**src/rtl/sigma_16p_expand_if.sv**
```systemverilog
`default_nettype none
// ============================================================================
//  Module   : sigma_16p_expand_if
//  Brief    : Sum-in / sample-out bundle for the 16-point interpolating expander.
//  Revision : 1.0  initial release
// ============================================================================
interface sigma_16p_expand_if;
  logic [11:0] sum_in;
  logic        sum_valid;
  logic [7:0]  data_out;
  logic        syn_out;
  logic        blk_done;
  logic        busy;
  logic        ovf;

  // master supplies block sums and consumes samples; slave is the expander
  modport master (
    output sum_in, sum_valid,
    input  data_out, syn_out, blk_done, busy, ovf
  );

  modport slave (
    input  sum_in, sum_valid,
    output data_out, syn_out, blk_done, busy, ovf
  );
endinterface
`default_nettype wire

```
**src/rtl/sigma_16p_expand.sv**
```systemverilog
`default_nettype none
// ============================================================================
//  Module   : sigma_16p_expand
//  Brief    : Replays each 12-bit block sum as 16 sign-magnitude averages,
//             one per DIV clocks, with a one-entry pending buffer.
//  Revision : 1.0  initial release
// ============================================================================
module sigma_16p_expand #(
  parameter int DIV = 4
) (
  input wire                clk,
  input wire                res,
  sigma_16p_expand_if.slave bus
);

  localparam int                 c_DIV_W    = (DIV > 2) ? $clog2(DIV) : 1;
  localparam logic [c_DIV_W-1:0] c_DIV_LAST = c_DIV_W'(DIV - 1);
  localparam logic [c_DIV_W-1:0] c_DIV_ONE  = c_DIV_W'(1);

  typedef enum logic [0:0] {
    ST_IDLE = 1'b0,
    ST_PLAY = 1'b1
  } state_t;

  state_t               r_state;
  state_t               w_state_nxt;
  logic [7:0]           r_data;
  logic                 r_syn;
  logic                 r_done;
  logic [4:0]           r_cnt;
  logic [c_DIV_W-1:0]   r_div;
  logic [11:0]          r_pend;
  logic                 r_pend_full;

  logic                 w_wrap;
  logic                 w_blk_end;
  logic                 w_load;
  logic                 w_load_pend;
  logic                 w_pend_set;
  logic                 w_pend_clr;
  logic                 w_ovf;
  logic                 w_syn_nxt;
  logic                 w_done_nxt;
  logic [4:0]           w_cnt_nxt;
  logic [c_DIV_W-1:0]   w_div_nxt;

  // floor(sum/16) is simply bits [11:4]; -128 has no 7-bit magnitude so it clamps
  function automatic logic [7:0] to_sm(input logic [11:0] s);
    logic [7:0] a;
    logic [7:0] n;
    a = s[11:4];
    n = 8'd0 - a;
    if (!a[7])
      to_sm = {1'b0, a[6:0]};
    else if (a == 8'h80)
      to_sm = 8'hFF;
    else
      to_sm = {1'b1, n[6:0]};
  endfunction

  assign w_wrap    = (r_div == c_DIV_LAST);
  assign w_blk_end = (r_state == ST_PLAY) && w_wrap && (r_cnt == 5'd16);

  always_comb begin
    w_state_nxt = r_state;
    w_load      = 1'b0;
    w_load_pend = 1'b0;
    w_pend_set  = 1'b0;
    w_pend_clr  = 1'b0;
    w_ovf       = 1'b0;
    w_syn_nxt   = 1'b0;
    w_done_nxt  = 1'b0;
    w_cnt_nxt   = r_cnt;
    w_div_nxt   = r_div;
    case (r_state)
      ST_IDLE: begin
        if (bus.sum_valid) begin
          w_load      = 1'b1;
          w_syn_nxt   = 1'b1;
          w_cnt_nxt   = 5'd1;
          w_div_nxt   = '0;
          w_state_nxt = ST_PLAY;
        end
      end
      ST_PLAY: begin
        w_div_nxt = w_wrap ? '0 : r_div + c_DIV_ONE;
        if (w_blk_end) begin
          // the 17th slot doubles as sample 1 of the next block when one is ready
          if (r_pend_full) begin
            w_load      = 1'b1;
            w_load_pend = 1'b1;
            w_syn_nxt   = 1'b1;
            w_cnt_nxt   = 5'd1;
            w_pend_set  = bus.sum_valid;
            w_pend_clr  = !bus.sum_valid;
          end else if (bus.sum_valid) begin
            w_load    = 1'b1;
            w_syn_nxt = 1'b1;
            w_cnt_nxt = 5'd1;
          end else begin
            w_cnt_nxt   = 5'd0;
            w_div_nxt   = '0;
            w_state_nxt = ST_IDLE;
          end
        end else begin
          if (w_wrap && (r_cnt < 5'd16)) begin
            w_syn_nxt  = 1'b1;
            w_done_nxt = (r_cnt == 5'd15);
            w_cnt_nxt  = r_cnt + 5'd1;
          end
          if (bus.sum_valid) begin
            w_ovf      = r_pend_full;
            w_pend_set = !r_pend_full;
          end
        end
      end
      default: w_state_nxt = ST_IDLE;
    endcase
  end

  always_ff @(posedge clk or posedge res) begin
    if (res) r_state <= ST_IDLE;
    else     r_state <= w_state_nxt;
  end

  always_ff @(posedge clk or posedge res) begin
    if (res) begin
      r_data      <= 8'd0;
      r_syn       <= 1'b0;
      r_done      <= 1'b0;
      r_cnt       <= 5'd0;
      r_div       <= '0;
      r_pend      <= 12'd0;
      r_pend_full <= 1'b0;
    end else begin
      r_syn  <= w_syn_nxt;
      r_done <= w_done_nxt;
      r_cnt  <= w_cnt_nxt;
      r_div  <= w_div_nxt;
      if (w_load)
        r_data <= to_sm(w_load_pend ? r_pend : bus.sum_in);
      if (w_pend_set) begin
        r_pend      <= bus.sum_in;
        r_pend_full <= 1'b1;
      end else if (w_pend_clr) begin
        r_pend_full <= 1'b0;
      end
    end
  end

  assign bus.data_out = r_data;
  assign bus.syn_out  = r_syn;
  assign bus.blk_done = r_done;
  assign bus.busy     = (r_state == ST_PLAY);
  assign bus.ovf      = w_ovf;

endmodule
`default_nettype wire

```
**src/flat_wrapper.sv**
```systemverilog
// flat-port wrapper written by rule: the top's interface ports become plain ports
module sigma_16p_expand_flat 
#(
  parameter int DIV = 4
)
  (clk, res, bus_sum_in, bus_sum_valid, bus_data_out, bus_syn_out, bus_blk_done, bus_busy, bus_ovf);
  sigma_16p_expand_if bus_i ();
  input wire clk;
  input wire res;
  input wire logic [$bits(bus_i.sum_in)-1:0] bus_sum_in;
  input wire logic [$bits(bus_i.sum_valid)-1:0] bus_sum_valid;
  output wire logic [$bits(bus_i.data_out)-1:0] bus_data_out;
  output wire logic [$bits(bus_i.syn_out)-1:0] bus_syn_out;
  output wire logic [$bits(bus_i.blk_done)-1:0] bus_blk_done;
  output wire logic [$bits(bus_i.busy)-1:0] bus_busy;
  output wire logic [$bits(bus_i.ovf)-1:0] bus_ovf;
  assign bus_i.sum_in = bus_sum_in;
  assign bus_i.sum_valid = bus_sum_valid;
  assign bus_data_out = bus_i.data_out;
  assign bus_syn_out = bus_i.syn_out;
  assign bus_blk_done = bus_i.blk_done;
  assign bus_busy = bus_i.busy;
  assign bus_ovf = bus_i.ovf;
  sigma_16p_expand #(.DIV(DIV)) u_core (.clk(clk), .res(res), .bus(bus_i));
endmodule
```
**config.mk**
```make
export PLATFORM = sky130hd
export DESIGN_NAME = sigma_16p_expand_flat
export DESIGN_NICKNAME = d
export VERILOG_FILES = /design/src/rtl/sigma_16p_expand_if.sv /design/src/rtl/sigma_16p_expand.sv /design/src/flat_wrapper.sv
export SDC_FILE = /design/constraint.sdc
export NUM_CORES = 1
export LEC_CHECK = 0
export ABC_AREA = 1
export CAP_MARGIN = 40
export CORE_UTILIZATION = 50
export DETAILED_ROUTE_END_ITERATION = 12
export GPL_TIMING_DRIVEN = 0
export PLACE_DENSITY = 0.84
export SYNTH_ARGS = -nofsm -noshare
export SYNTH_HDL_FRONTEND = slang
export SYNTH_SLANG_ARGS = --single-unit
```
**constraint.sdc**
```tcl
create_clock -name clk -period 2.5 [get_ports clk]
set_input_delay 0.25 -clock clk [delete_from_list [all_inputs] [get_ports clk]]
set_output_delay 0.25 -clock clk [all_outputs]
set_load 0.01 [all_outputs]
```
[After elaboration in Yosys (flattened, before gate mapping)]
Index checks and enable logic that the tools add are counted.
W data, S select, Z words.
Word-level totals
  bits in latches: 0
  register bits: 31
  memories: 0
  logic and storage cells: 68
  memory bits (writable): 0
  memory bits (read-only): 0
Cells by class
  add/sub/neg operators: 3
  shift operators: 0
  order comparisons: 1
  muxes and demuxes: 42
  bitwise gates (word level): 1
  div/mod/pow operators: 0
  reductions and logical operators: 7
  $mul: 0
  equal/unequal tests: 6
Operators with widths (count)
  $mux W1: 25
  $mux W5: 4
  $mux W12: 1
  $mux W2: 5
  $pmux W5 S2: 1
  $eq A8 B8 Y1 const B: 1
  $mux W8: 1
  $mux W7: 1
  $sub A1 B7 Y7 const A: 1
  $pmux W1 S2: 3
  $add A5 B1 Y5 const B: 1
  $eq A5 B4 Y1 const B: 1
  $eq A5 B5 Y1 const B: 1
  $lt A5 B5 Y1 const B: 1
  $pmux W2 S2: 1
  $logic_and A1 B1 Y1: 3
  $ne A3 B3 Y1 const B: 1
  $add A2 B1 Y2 const B: 1
  $eq A2 B2 Y1 const B: 1
  $logic_not A1 Y1: 2
  $ne A2 B2 Y1 const B: 1
  $reduce_and A2 Y1: 1
  $reduce_bool A2 Y1: 1
  $not A1 Y1: 1

[Depth between registers and ports, before layout]
  depth after elaboration: 9
  gate-level depth with buffers: 14
  mapped depth without buffers: 14

[Worst setup path after synthesis]
OpenSTA, ideal clock, no wires.
  path kind: reg-to-reg
  from: reg u_core.r_cnt[0]
  to: reg u_core.r_data[5] (netlist: u_core.bus.data_out[5])
  cell stages (with the launch flop): 15
  path buffers: 0
  data arrival time: 1796 ps
  period minus slack after synthesis: 1909 ps
  slack: 591 ps
  required time: 2387 ps
  library setup time: 113 ps
  cells stage by stage: dfrtp_1 -> inv_1 -> ha_1 -> nand2_4 -> nor2_8 -> nand3_2 -> nand2_1 -> nand2_1 -> ha_1 -> nand3_4 -> nor2_4 -> nor2_4 -> nand3_2 -> nand2_1 -> inv_1
Between the ends
  word-level cells in the longest chain between the ends: 8
  elaborated cells between the ends (all ways): 11
  those cells by class: add/sub (1); eq/ne (2); mux (7); reduce/logical (1)
Ends and longest elaborated chain
  start: declaration: RTL line sigma_16p_expand.sv:30  | logic [4:0] r_cnt;
  start signal: assignment: RTL line sigma_16p_expand.sv:138  | r_cnt <= w_cnt_nxt;
  $eq A5 B5 Y1 (*): RTL line sigma_16p_expand.sv:62  | assign w_blk_end = (r_state == ST_PLAY) && w_wrap && (r_cnt == 5'd16);
  $logic_and A1 B1 Y1 (*): RTL line sigma_16p_expand.sv:62
  $mux W1: RTL line sigma_16p_expand.sv:87  | if (w_blk_end) begin
  $mux W1: RTL line sigma_16p_expand.sv:75  | case (r_state)
  $mux W12: RTL line sigma_16p_expand.sv:141  | r_data <= to_sm(w_load_pend ? r_pend : bus.sum_in);
  $sub A1 B7 Y7 / $eq A8 B8 Y1 (equally long branches): RTL line sigma_16p_expand.sv:52, sigma_16p_expand.sv:55
  $mux W7: RTL line sigma_16p_expand.sv:55  | else if (a == 8'h80)
  $mux W8: RTL line sigma_16p_expand.sv:53  | if (!a[7])
  end signal: assignment: RTL line sigma_16p_expand.sv:141
  end: declaration: RTL line sigma_16p_expand.sv:27  | logic [7:0] r_data;
Every way passes the cells marked *; elsewhere a longest branch is shown, timed or not.
A chain may end at the register's enable or synchronous reset.

[Final worst setup path]
  from: reg u_core.r_div[0]
  to: out bus_ovf
Between the ends
  word-level cells in the longest chain between the ends: 5
Ends and longest elaborated chain
  start: declaration: RTL line sigma_16p_expand.sv:31  | logic [c_DIV_W-1:0] r_div;
  start signal: assignment: RTL line sigma_16p_expand.sv:139  | r_div <= w_div_nxt;
  $eq A2 B2 Y1: RTL line sigma_16p_expand.sv:61  | assign w_wrap = (r_div == c_DIV_LAST);
  $logic_and A1 B1 Y1 (2 in series): RTL line sigma_16p_expand.sv:62
  $mux W1: RTL line sigma_16p_expand.sv:87
  $mux W1: RTL line sigma_16p_expand.sv:75
  end: declaration: RTL line flat_wrapper.sv:16  | output wire logic [$bits(bus_i.ovf)-1:0] bus_ovf;
No other way between the ends.

==> run metrics <==
layout cells sized above 1=0.195; Top Ports=27; design area=0.00195 mm2; FF-to-FF Start=u_core.r_cnt[0]$_DFFE_PP0P_; initial core utilization=0.532; FP Rows=20; Crit path required time=2250 ps; Syn Nets=213; Avg WL per Cell=10.0 um; final worst slack=236 ps; min-delay worst type=in2async; remaining global-route overflow=0; Gate power share=0.463; final setup fails=0; CTS tree=done; leakage=slightly above 0.9 nW; Die ar.=0.00351 mm2; Vert. Die Dim=59.2 um; Worst Clk Skew=3.92 ps; Power Total=1.73 mW; pin count of the biggest net entering global routing=15; vias in the first global route=1,178; Layout area overhead=19.3%; Root Driver=clkbuf_4; Syn Std Cell Area=0.00164 mm2; clk buf depth=2; Startpoint Class=register; FMAX=about 440 MHz; ANT cells=0; Placed Area=0.00193 mm2; Yosys reg bits=27; fin nets=241; YS warnings=0; I/O Buffers=22; CTS Buf Count=3; ANT nets after route=0; CTS H-tree depth=1; HPWL Detailed=2.21 mm; VDD IR-drop max=0.391 mV; pre-CTS setup slack=385 ps; Crit. End Element=primary output; latest clock arrival within the worst-skew pair=320 ps; RSZ-0062 raised after global routing=no; Switch Pwr=655 uW; cell area power density=888 mW/mm2; FF-to-FF End=u_core.bus.data_out[5]$_DFFE_PP0P_; drt pass-1 iters=4; Worst Max-Slew Pin Slew=roughly 550 ps; Via density=4.73; fin crit share=0.906; Pint=between 1 and 1.5 mW; global-route wire length before repair=a little under 5 mm; Max-slew headroom=0.634; reg2reg setup slack=380 ps; commonest non-fill, non-tap cell in the layout=nand2_1; switch share=0.378; MaxCap Viol Count=0; Cells after Synth=193; final wirelength=2.65 mm; worst path arrival time=roughly 2000 ps; Crit Path Class=reg2out; CTS Hold Bufs=0; 1st-iter DRT viols=20; post-synthesis cell type count=31; status=finished, final reports clean; clock slew at reported path FFs=about 150 ps; crit path time final=2260 ps; Reg power frac=0.427; GPL Wtd Cong=0.813; commonest cells after routing, fill and taps aside=nand2_1, dfrtp_1, inv_1; Max Slew Vio Count=0; Post-CTS Setup Bufs=0; Hold Vio Cnt, Final=0; # resized after CTS=0; Die W=~59 um; gr usage total=0.185; Vias=1,250; DRC Markers=0; Clock power frac=0.110; R2R cell count=14; Sum Neg Setup Slack=0 ps; initial antenna violation count=0; core region area=0.00308 mm2; CP max FO=5; Sink Count=27; worst hold slack=257 ps; Seq/Total Area, Yosys=0.413; per-instance average area after synthesis=8.48 um2
## layout make-up
type | count | area, um2
well taps | 44 | 55.1
flip-flops and latches | 27 | 676
clock buffers | 4 | 26.3
inverters | 31 | 116
repair buffers | 23 | 235
multi-input cells | 132 | 821
fillers | 273 | 1120
plain buffers | 3 | 23.8
## worst max-delay path: stages (launching register included)
cell	delay, ps
dfrtp_1	430
ha_1	250
nand2_1	80
inv_1	110
nand2_4	130
nand2_1	80
nor2_1	100
clkdlybuf4s50_1	540
## logic make-up (layout without fill, tap and decap cells)
family | Yosys count | after routing | share of synthesized area
DFF | 27 | 27 | 0.413
AOI/OAI and AO/OA | 27 | 27 | 0.0971
adders and majority gates | 5 | 5 | 0.0382
buffers and inverters | 34 | 61 | 0.0856
xor gates and xnor gates | 4 | 4 | 0.0260
muxes | 4 | 4 | 0.0298
and+or+nand+nor | 92 | 92 | 0.310
## state kept, by name (all words and copies together), names as in the netlist
name                 count
u_core.bus.blk_done      1
u_core.r_cnt             5
u_core.r_pend_full       1
u_core.bus.busy          1
u_core.r_div             2
u_core.bus.syn_out       1
u_core.bus.data_out      8
u_core.r_pend            8
## stage by stage
step | utilization | std cells
finish | 0.635 | 264
global route | 0.635 | 264
CTS | 0.635 | 264
detailed placement | 0.626 | 260
global placement | 0.621 | 259
floorplan | - | 193
## worst max path at each step
stage / cells past startpoint / startpoint / to / slack [ps]
2_1_floorplan: 14 / u_core.r_cnt[0]$_DFFE_PP0P_ / u_core.bus.data_out[5]$_DFFE_PP0P_ / 590
3_3_place_gp: 14 / u_core.r_cnt[0]$_DFFE_PP0P_ / u_core.bus.data_out[5]$_DFFE_PP0P_ / 410
3_5_place_dp: 14 / u_core.r_cnt[0]$_DFFE_PP0P_ / u_core.bus.data_out[5]$_DFFE_PP0P_ / 380
4_1_cts: 7 / u_core.r_div[0]$_DFFE_PP0P_ / bus_ovf / 210
5_1_grt: 8 / u_core.r_cnt[0]$_DFFE_PP0P_ / bus_ovf / 100
6_report: 7 / u_core.r_div[0]$_DFFE_PP0P_ / bus_ovf / 240
## cells in the mapped netlist (all sizes together)
library cell,n,share of area
ha,5,0.038
nand3,11,0.054
a21oi,8,0.034
nor2,24,0.086
o22ai,3,0.011
buf,3,0.015
xor2,3,0.021
or2,1,0.0038
o211ai,1,0.0046
nand4,8,0.031
xnor2,1,0.0054
mux2,4,0.030
dfrtp,27,0.41
o31ai,1,0.0046
inv,31,0.071
o21ai,14,0.043
nand2,48,0.14
## power by group through the flow
stage	combinational (mW)	clock, mW	sequential, mW
floorplan	0.525	0	0.770
global placement	0.789	0	0.747
detailed placement	0.813	0	0.754
CTS	0.814	0.192	0.743
global route	0.907	0.217	0.767
finish	0.803	0.191	0.741
## routing by layer
layer / track usage / up-vias / wire length, um
li1: - / 675 / -
met3: 0.0262 / 5 / 38
met4: 0.0612 / 0 / 39
met5: 0 / - / 0
met1: 0.245 / 552 / 1330
met2: 0.308 / 18 / 1250
Power figures use the tool's default switching activity.
